`src/rtl/reaction_time_display.sv`:
```
// Reaction-time display: binary ms -> BCD by sequential double dabble, then a multiplexed
// SS.mmm scan of the 8-digit active-low display. Optional feature macro: LEADING_ZERO_BLANK_EN.
module reaction_time_display #(
    parameter int REFRESH_BITS = 20,
    parameter int VAL_W        = 17,
    parameter int MAX_VAL      = 99999
) (
    input  logic             clk,
    input  logic             rst_n,
    input  logic [VAL_W-1:0] val_in,
    input  logic             val_load,
    input  logic [1:0]       mode,
    output logic             busy,
    output logic             ovf,
    output logic [6:0]       SEG,
    output logic             DP,
    output logic [7:0]       AN
);
    localparam int         BIN_W     = 17;
    localparam int         NDIG      = 5;
    localparam int         SR_W      = BIN_W + 4 * NDIG;
    localparam logic [4:0] LAST_ITER = 5'(BIN_W - 1);

`ifdef LEADING_ZERO_BLANK_EN
    localparam bit BLANK_LZ = 1'b1;
`else
    localparam bit BLANK_LZ = 1'b0;
`endif

    typedef enum logic [1:0] {IDLE, SHIFT, COMMIT} state_t;

    state_t           state, state_nxt;
    logic [4:0]       iter;
    logic             pending;
    logic [BIN_W-1:0] pend_val;
    logic             pend_ovf;
    logic [BIN_W-1:0] cap_val;
    logic             cap_ovf;
    logic             conv_ovf;
    logic [SR_W-1:0]  shreg;
    logic [3:0]       digit [NDIG];

    logic [REFRESH_BITS-1:0] scan_cnt;
    logic [2:0]              idx;
    logic [3:0]              cur_digit;
    logic [6:0]              seg_nxt;
    logic                    dp_nxt;
    logic [7:0]              an_nxt;

    function automatic logic [SR_W-1:0] dabble_step(input logic [SR_W-1:0] sr);
        logic [SR_W-1:0] t;
        t = sr;
        for (int i = 0; i < NDIG; i++) begin
            if (t[BIN_W + 4*i +: 4] >= 4'd5)
                t[BIN_W + 4*i +: 4] = t[BIN_W + 4*i +: 4] + 4'd3;
        end
        return {t[SR_W-2:0], 1'b0};
    endfunction

    function automatic logic [6:0] seg_code(input logic [3:0] d);
        case (d)
            4'd0:    seg_code = 7'h40;
            4'd1:    seg_code = 7'h79;
            4'd2:    seg_code = 7'h24;
            4'd3:    seg_code = 7'h30;
            4'd4:    seg_code = 7'h19;
            4'd5:    seg_code = 7'h12;
            4'd6:    seg_code = 7'h02;
            4'd7:    seg_code = 7'h78;
            4'd8:    seg_code = 7'h00;
            4'd9:    seg_code = 7'h10;
            default: seg_code = 7'h7F;
        endcase
    endfunction

    // NOTE: every variable gets a default before any branch, so no path can infer a latch.
    always_comb begin
        cap_ovf = (val_in > VAL_W'(MAX_VAL));
        cap_val = cap_ovf ? BIN_W'(MAX_VAL) : val_in[BIN_W-1:0];
    end

    always_comb begin
        state_nxt = state;
        case (state)
            IDLE:    if (val_load || pending) state_nxt = SHIFT;
            SHIFT:   if (iter == LAST_ITER) state_nxt = COMMIT;
            COMMIT:  state_nxt = IDLE;
            default: state_nxt = IDLE;
        endcase
    end

    // NOTE: sequential state uses non-blocking assignments so every register samples pre-edge values.
    always_ff @(posedge clk or negedge rst_n) begin
        if (!rst_n) begin
            state   <= IDLE;
            iter    <= '0;
            pending <= 1'b0;
            busy    <= 1'b0;
            ovf     <= 1'b0;
            // NOTE: the digit array is reset because it is displayed straight out of reset.
            for (int i = 0; i < NDIG; i++) digit[i] <= '0;
        end else begin
            state <= state_nxt;
            case (state)
                IDLE: begin
                    iter    <= '0;
                    busy    <= val_load || pending;
                    pending <= 1'b0;
                end
                SHIFT: begin
                    iter <= iter + 5'd1;
                    busy <= 1'b1;
                    if (val_load) pending <= 1'b1;
                end
                COMMIT: begin
                    for (int i = 0; i < NDIG; i++) digit[i] <= shreg[BIN_W + 4*i +: 4];
                    ovf  <= conv_ovf;
                    busy <= 1'b1;
                    if (val_load) pending <= 1'b1;
                end
                default: ;
            endcase
        end
    end

    // Payload only; state and pending qualify it, so it needs no reset.
    always_ff @(posedge clk) begin
        if (state == IDLE && (val_load || pending)) begin
            shreg    <= {{(4*NDIG){1'b0}}, (val_load ? cap_val : pend_val)};
            conv_ovf <= val_load ? cap_ovf : pend_ovf;
        end else if (state == SHIFT) begin
            shreg <= dabble_step(shreg);
        end
        if (state != IDLE && val_load) begin
            pend_val <= cap_val;
            pend_ovf <= cap_ovf;
        end
    end

    assign idx = scan_cnt[REFRESH_BITS-1 -: 3];

    always_comb begin
        an_nxt    = 8'hFF;
        seg_nxt   = 7'h7F;
        dp_nxt    = 1'b1;
        cur_digit = 4'd0;
        case (idx)
            3'd0:    cur_digit = digit[0];
            3'd1:    cur_digit = digit[1];
            3'd2:    cur_digit = digit[2];
            3'd3:    cur_digit = digit[3];
            3'd4:    cur_digit = digit[4];
            default: cur_digit = 4'd0;
        endcase
        if (idx <= 3'd4) begin
            an_nxt = ~(8'b1 << idx);
            case (mode)
                2'b00: begin
                    seg_nxt = seg_code(cur_digit);
                    dp_nxt  = (idx != 3'd3);
                    // Tens of seconds may blank; seconds stay lit so 0.xxx reads cleanly.
                    if (BLANK_LZ && idx == 3'd4 && cur_digit == 4'd0) seg_nxt = 7'h7F;
                end
                2'b10: begin
                    seg_nxt = 7'h00;
                    dp_nxt  = 1'b0;
                end
                default: ;
            endcase
        end
    end

    always_ff @(posedge clk or negedge rst_n) begin
        if (!rst_n) begin
            scan_cnt <= '0;
            SEG      <= 7'h7F;
            DP       <= 1'b1;
            AN       <= 8'hFF;
        end else begin
            scan_cnt <= scan_cnt + 1'b1;
            SEG      <= seg_nxt;
            DP       <= dp_nxt;
            AN       <= an_nxt;
        end
    end

endmodule

```
`config.mk`:
```
export PLATFORM = sky130hd
export DESIGN_NAME = reaction_time_display
export DESIGN_NICKNAME = d
export VERILOG_FILES = /design/src/rtl/reaction_time_display.sv
export SDC_FILE = /design/constraint.sdc
export NUM_CORES = 1
export LEC_CHECK = 0
export ABC_AREA = 1
export CAP_MARGIN = 20
export CELL_PAD_IN_SITES_DETAIL_PLACEMENT = 0
export CELL_PAD_IN_SITES_GLOBAL_PLACEMENT = 1
export CORE_ASPECT_RATIO = 0.7
export CORE_MARGIN = 2
export CORE_UTILIZATION = 43
export CTS_BUF_LIST = sky130_fd_sc_hd__clkbuf_8
export DETAILED_ROUTE_END_ITERATION = 8
export GPL_ROUTABILITY_DRIVEN = 0
export PLACE_DENSITY = 0.86
export SETUP_SLACK_MARGIN = 0.4
export SLEW_MARGIN = 20
export SYNTH_ARGS = -nofsm -noshare
export SYNTH_HDL_FRONTEND = slang
export SYNTH_SLANG_ARGS = --single-unit
```
`constraint.sdc`:
```
create_clock -name clk -period 2 [get_ports clk]
set_input_delay 0.4 -clock clk [delete_from_list [all_inputs] [get_ports clk]]
set_output_delay 0.4 -clock clk [all_outputs]
set_load 0.01 [all_outputs]
```
* Yosys cells after proc, flatten, opt, wreduce, memory -nomap -nowiden *
Memories as Yosys holds them, arrays and structs flattened.
Index checks and enable logic that the tools add are counted.

word-level totals
  memories kept = 1
  logic and storage cells = 84
  flip-flop bits (word level) = 122
  bits of input ports = 22
  ROM bits = 112
  output and inout port bits = 18

operators by class
  reductions and logical operators = 13
  bitwise logic cells = 1
  shift-type cells = 1
  multiplexer cells = 23
  equality and inequality tests = 12
  magnitude comparators = 7
  add/subtract/negate cells = 7

memories
  memory            words  bits a word  read ports  clocked after Yosys merged registers in  wr ports  line  text
  (name not given)  16     7            1           0                                        0         61    case (d)

operators with widths
  kind                                                               count
  2-to-1 mux 17 bit                                                  4
  adder 20 x 1 -> 20 bit, second input constant                      1
  greater-or-equal comparator 4 x 3 -> 1 bit, second input constant  5
  one-hot mux 4 bit (5 select lines)                                 1
  greater-than comparator 17 bit, second input constant              1
  adder 4 x 2 -> 4 bit, second input constant                        4
  2-to-1 mux 4 bit                                                   4
  one-hot mux 7 bit (2 select lines)                                 1
  one-hot mux 5 bit (2 select lines)                                 1
  2-to-1 mux 8 bit                                                   1
  inverter 8 bit                                                     1
  nonzero test 2 bit                                                 4
  << shifter 1 x 3 -> 8 bit, first input constant                    1
  2-to-1 mux 7 bit                                                   1
  == test 3 x 2 -> 1 bit, second input constant                      2
  one-hot mux 1 bit (2 select lines)                                 3
  adder 5 x 1 -> 5 bit, second input constant                        1
  == test 5 bit, second input constant                               1
  == test 2 bit, second input constant                               2
  zero test 2 bit                                                    2
  2-to-1 mux 2 bit                                                   2
  inequality test 2 bit, second input constant                       2
  one-hot mux 2 bit (2 select lines)                                 1
  AND reduction 2 bit                                                2
  other kinds (13)                                                   16

* Depth between registers and ports, before layout *
An unclocked memory read counts as a cell.

  word-level depth = 5
  mapped depth = 15

* Least setup slack after synthesis *
Ideal clock, no wire load.

  path kind = input -> register
  from = input val_load
  to = register pend_ovf (enable)
  required time = 1607 ps
  stages = 4
  library setup time = 393 ps
  slack = 71 ps
  path buffers = 2
  arrival = 1536 ps
  path through = buf_4 > inv_2 > clkbuf_1 > nor2_1

between the ends
  cells in the longest elaborated chain, start to end = 1

RTL lines
  item                    line  text
  start: declaration      11    input logic val_load,
  logical AND 1 bit       134   if (state != IDLE && val_load) begin
  end signal: assignment  136   pend_ovf <= cap_ovf;
  end: declaration        36    logic pend_ovf;

Every way passes these cells.
A chain may end at the register's enable or synchronous reset.

* Worst setup path in the final report *
  from = register scan_cnt[18]
  to = register SEG[3]

between the ends
  cells in the longest elaborated chain, start to end = 5

RTL lines
  item                                   line  text
  start: declaration                     43    logic [REFRESH_BITS-1:0] scan_cnt;
  start signal: assignment               180   scan_cnt <= scan_cnt + 1'b1;
  == test 3 bit (tied with other cells)  147   case (idx)
  one-hot mux 4 bit (5 select lines)     147
  memory (16 x 7 bit)                    -
  one-hot mux 7 bit (2 select lines)     157   case (mode)
  2-to-1 mux 7 bit (*)                   155   if (idx <= 3'd4) begin
  via seg_nxt[3]                         46    logic [6:0] seg_nxt;
  end signal: assignment                 181   SEG <= seg_nxt;
  end: declaration                       15    output logic [6:0] SEG,

Mark *: on every way through the listed nets, which the timed path passes. The rest lies on a longest branch.

==> metrics list <==
- CTS Root Buffer Type: sky130_fd_sc_hd__clkbuf_8
* Largest clock skew in the final design: around 7.7 ps
* Final layout net count: ~800
* Post-synthesis to final-layout area growth: 29.3%
- The min-delay analysis places its worst path in the category in2reg.
* Cell depth of the worst min-delay path: 1
- Die Outline Area: ~15000 µm²
- Initial antenna violation count: 0
* Number of maximum-capacitance violations: 0
- Routed via count divided by cell count: approximately 5.0
- In this run the critical register-to-register path is captured at SEG[3]$_DFF_PN1_.
- After synthesis the cells add up to slightly below 6000 µm².
* Number of levels the H-tree was split into: 4
* Synth Warn #: 0
* Synth Area per Inst: about 9.1 µm²
* Power per cell area: around 950 nW/µm²
- Via count of the first global-routing pass: 4576
- Total track usage: 19.9%
- Clock transition at the register clock pins on the worst setup and hold paths after CTS: roughly 80 ps
- Synthesized instance count: 640
- Endpoints failing hold: 0
* Post-route standard cell area excluding fillers: roughly 7500 µm²
- TritonCTS created 17 clock buffers.
- Effective utilization at floorplan: approximately 44%
- The worst register-to-register path begins at scan_cnt[18]$_DFF_PN0_.
- The flow ran to the end, and the final reports show no timing, DRC or antenna violations.
* Antenna viol nets, final: 0
- For the finished layout, the period the worst path requires is around 1900 ps.
* Worst reg2reg path depth: 12
* Actual slew at the worst max-slew pin: around 590 ps
- After synthesis the netlist holds a flip-flop and latch count of approximately 120.
- Num rows: 35
- Fin crit share: ~93%
- The pre-antenna-repair detailed-routing pass consisted of 4 iterations.
- For this run, the leading register cell type out of synthesis is sky130_fd_sc_hd__dfrtp_1.
- Vias: 4640
- Final worst-path setup slack: 142 ps
* Async set or reset register ratio after synthesis: 54.1%
- Drt drc: 0
* Worst EP required: 2360 ps
- CP startpoint kind: register
* Largest net degree at the start of global routing: 41
* Worst-path maximum fanout: 6
- The clock drives approximately 120 sinks.
- Setup violations remaining at the end of the flow were counted as 0.
- Share of the core filled with cells: roughly 57%
- Worst slew slack as a fraction of its limit: slightly above 60%
- Counting flops with a built-in enable in the synthesized netlist gives 36.
* Min-Delay Endpoint: pend_val[15]$_DFFE_PP_
- Leakage component of the power: 3.42 nW
* Count of unique library cells instantiated by Yosys: 43
- For this run the aggregate overflow at the end of global routing stands at 0.
- The first global-routing pass estimated ~22 mm of wire.
- Fmax: approximately 540 MHz
- Critical path type: reg2reg
* Final worst hold slack: roughly 210 ps
* Worst EP arrival: ~2200 ps
- Fraction of layout instances using a drive strength above 1: roughly 29%
- Antenna diode count: 0
- Die Span Y: between 100 and 150 µm
- Placed wire-length estimate after detailed placement: a little over 9 mm
* Number of violations reported at the end of detailed-routing iteration 0: ~190
* Max-slew violation count: 0
- The later pin in the worst-skew pair is clocked with a latency of approximately 450 ps.
- Placed Area: 6650 µm²
- The die is 143 µm wide.
- In the final routed layout, each cell accounts on average for 14.9 µm.
- At the placement stage, the worst setup path has a slack of -101 ps.
- The worst setup path is captured at a register.
- VDD sags by at most between 500 and 600 µV.
* Setup repair after global routing missed its margin: yes
- Clock tree from TritonCTS: yes
- Buffers placed on the I/O ports in this run total 39.
- Pin placement for this block handled 40 I/O pins.
* Final WL: around 14 mm
* Max Root-Sink Buffers: 2
* Number of filler instances in the final layout: about 1.2k
* Sequential fraction of the synthesis area: approximately 54%
- Startpoint of the worst hold path: val_in[15]
* Core region area: 13200 µm²
* Worst reg2reg setup slack: approximately 140 ps
## Yosys cell counts (5+ instances only)
master / instances / area share, %
sky130_fd_sc_hd__a21oi_1: 30 / 2.6
sky130_fd_sc_hd__nor2_1: 71 / 4.6
sky130_fd_sc_hd__nand4_1: 12 / 1.3
sky130_fd_sc_hd__nand2_1: 111 / 7.1
sky130_fd_sc_hd__edfxtp_1: 36 / 19
sky130_fd_sc_hd__inv_1: 78 / 5.0
sky130_fd_sc_hd__dfrtp_1: 50 / 21
sky130_fd_sc_hd__nor3_1: 6 / 0.51
sky130_fd_sc_hd__o21ai_0: 60 / 5.1
sky130_fd_sc_hd__o31ai_1: 5 / 0.64
sky130_fd_sc_hd__clkbuf_1: 12 / 0.77
sky130_fd_sc_hd__nand2_2: 5 / 0.54
sky130_fd_sc_hd__dfstp_2: 16 / 7.2
sky130_fd_sc_hd__dfxtp_1: 20 / 6.9
sky130_fd_sc_hd__nand3_1: 21 / 1.8
sky130_fd_sc_hd__o22ai_1: 12 / 1.3
sky130_fd_sc_hd__ha_1: 22 / 4.7
sky130_fd_sc_hd__xor2_1: 15 / 2.3
sky130_fd_sc_hd__inv_2: 6 / 0.39
## cells by family after synthesis
family	synth area share, %
AO/OA/AOI/OAI	11.4
buffers and inverters	7.46
other	0.0643
XOR/XNOR	2.85
flip-flops	54.1
AND/OR/NAND/NOR	19.2
adder cells (fa/ha/maj)	4.72
multiplexers	0.193
## critical path, stage by stage, from the launching register on
cell and delay (ps):
sky130_fd_sc_hd__dfrtp_2 440, sky130_fd_sc_hd__buf_12 140, sky130_fd_sc_hd__nor2_4 170, sky130_fd_sc_hd__nand3_1 120
sky130_fd_sc_hd__nand2_2 120, sky130_fd_sc_hd__nor2_2 50, sky130_fd_sc_hd__nand2_2 110, sky130_fd_sc_hd__ha_4 210
sky130_fd_sc_hd__o21bai_4 170, sky130_fd_sc_hd__nand3_1 90, sky130_fd_sc_hd__nand2_1 60, sky130_fd_sc_hd__nand2_1 60
sky130_fd_sc_hd__nand2_1 50
## through the flow
step,cells,TNS [ps],total power (W)
2_1_floorplan,642,0,0.00398
3_3_place_gp,873,0,0.00432
3_5_place_dp,873,-725,0.00440
4_1_cts,914,0,0.00698
5_1_grt,932,0,0.00754
6_report,932,0,0.00715
## how the worst max path moves through the flow
stage,start,to,slack [ps]
3_5_place_dp,val_in[5],shreg[2]$_DFFE_PP_,-100
6_report,scan_cnt[18]$_DFF_PN0_,SEG[3]$_DFF_PN1_,140
2_1_floorplan,val_load,pend_ovf$_DFFE_PP_,360
5_1_grt,scan_cnt[18]$_DFF_PN0_,SEG[0]$_DFF_PN1_,60
4_1_cts,scan_cnt[18]$_DFF_PN0_,SEG[3]$_DFF_PN1_,210
3_3_place_gp,val_in[5],shreg[0]$_SDFFCE_PN0P_,30
## where the power goes
part	switching, W	internal, W
combinational	0.000926	0.000655
sequential	0.000173	0.00289
clock	0.00112	0.00139
total	0.00222	0.00493
## routing by layer
metal	share of wire [%]	vias to the layer above	global-route usage (%)	routed length, µm
li1	-	2296	-	-
met1	48	2249	27.9	6630
met2	47	80	31.0	6520
met3	4.1	15	5.01	566
met4	1.1	0	5.96	154
met5	0	-	0	0
## layout make-up
class | instances | area (µm²) | area share (%)
clock buffers | 17 | 234 | 3.10
clock inverters | 15 | 216 | 2.87
inverters | 86 | 337 | 4.46
multi-input cells | 413 | 2550 | 33.8
flip-flops and latches | 122 | 3160 | 41.9
well taps | 185 | 231 | 3.07
repair buffers | 94 | 812 | 10.8
## flip-flops by register name (all words and copies together) (netlist names), 2 cells and up
name,count
scan_cnt,20
SEG,7
shreg,37
AN,8
pend_val,17
state,2
digit,20
iter,5
## cell usage in the layout, fill, tap and decap left out, types with 18 or more instances in the layout
cell type / n
sky130_fd_sc_hd__dfxtp_1: 18
sky130_fd_sc_hd__a21oi_1: 29
sky130_fd_sc_hd__inv_1: 68
sky130_fd_sc_hd__buf_4: 44
sky130_fd_sc_hd__dfrtp_1: 48
sky130_fd_sc_hd__nor2_1: 63
sky130_fd_sc_hd__edfxtp_1: 36
sky130_fd_sc_hd__nand2_1: 90
sky130_fd_sc_hd__nand2_2: 24
sky130_fd_sc_hd__o21ai_0: 47
## what timing repair did
action / 4_1_cts / 5_1_grt
endpoints found under the setup margin: 36 / 73
gates resized for setup: 89 / 76
endpoints found under the hold margin: 10 / 0
buffers inserted: 8 / 18
pin swaps: 19 / 35
hold buffers: 1 / 0
No activity file was read; power rests on OpenSTA's default activity.
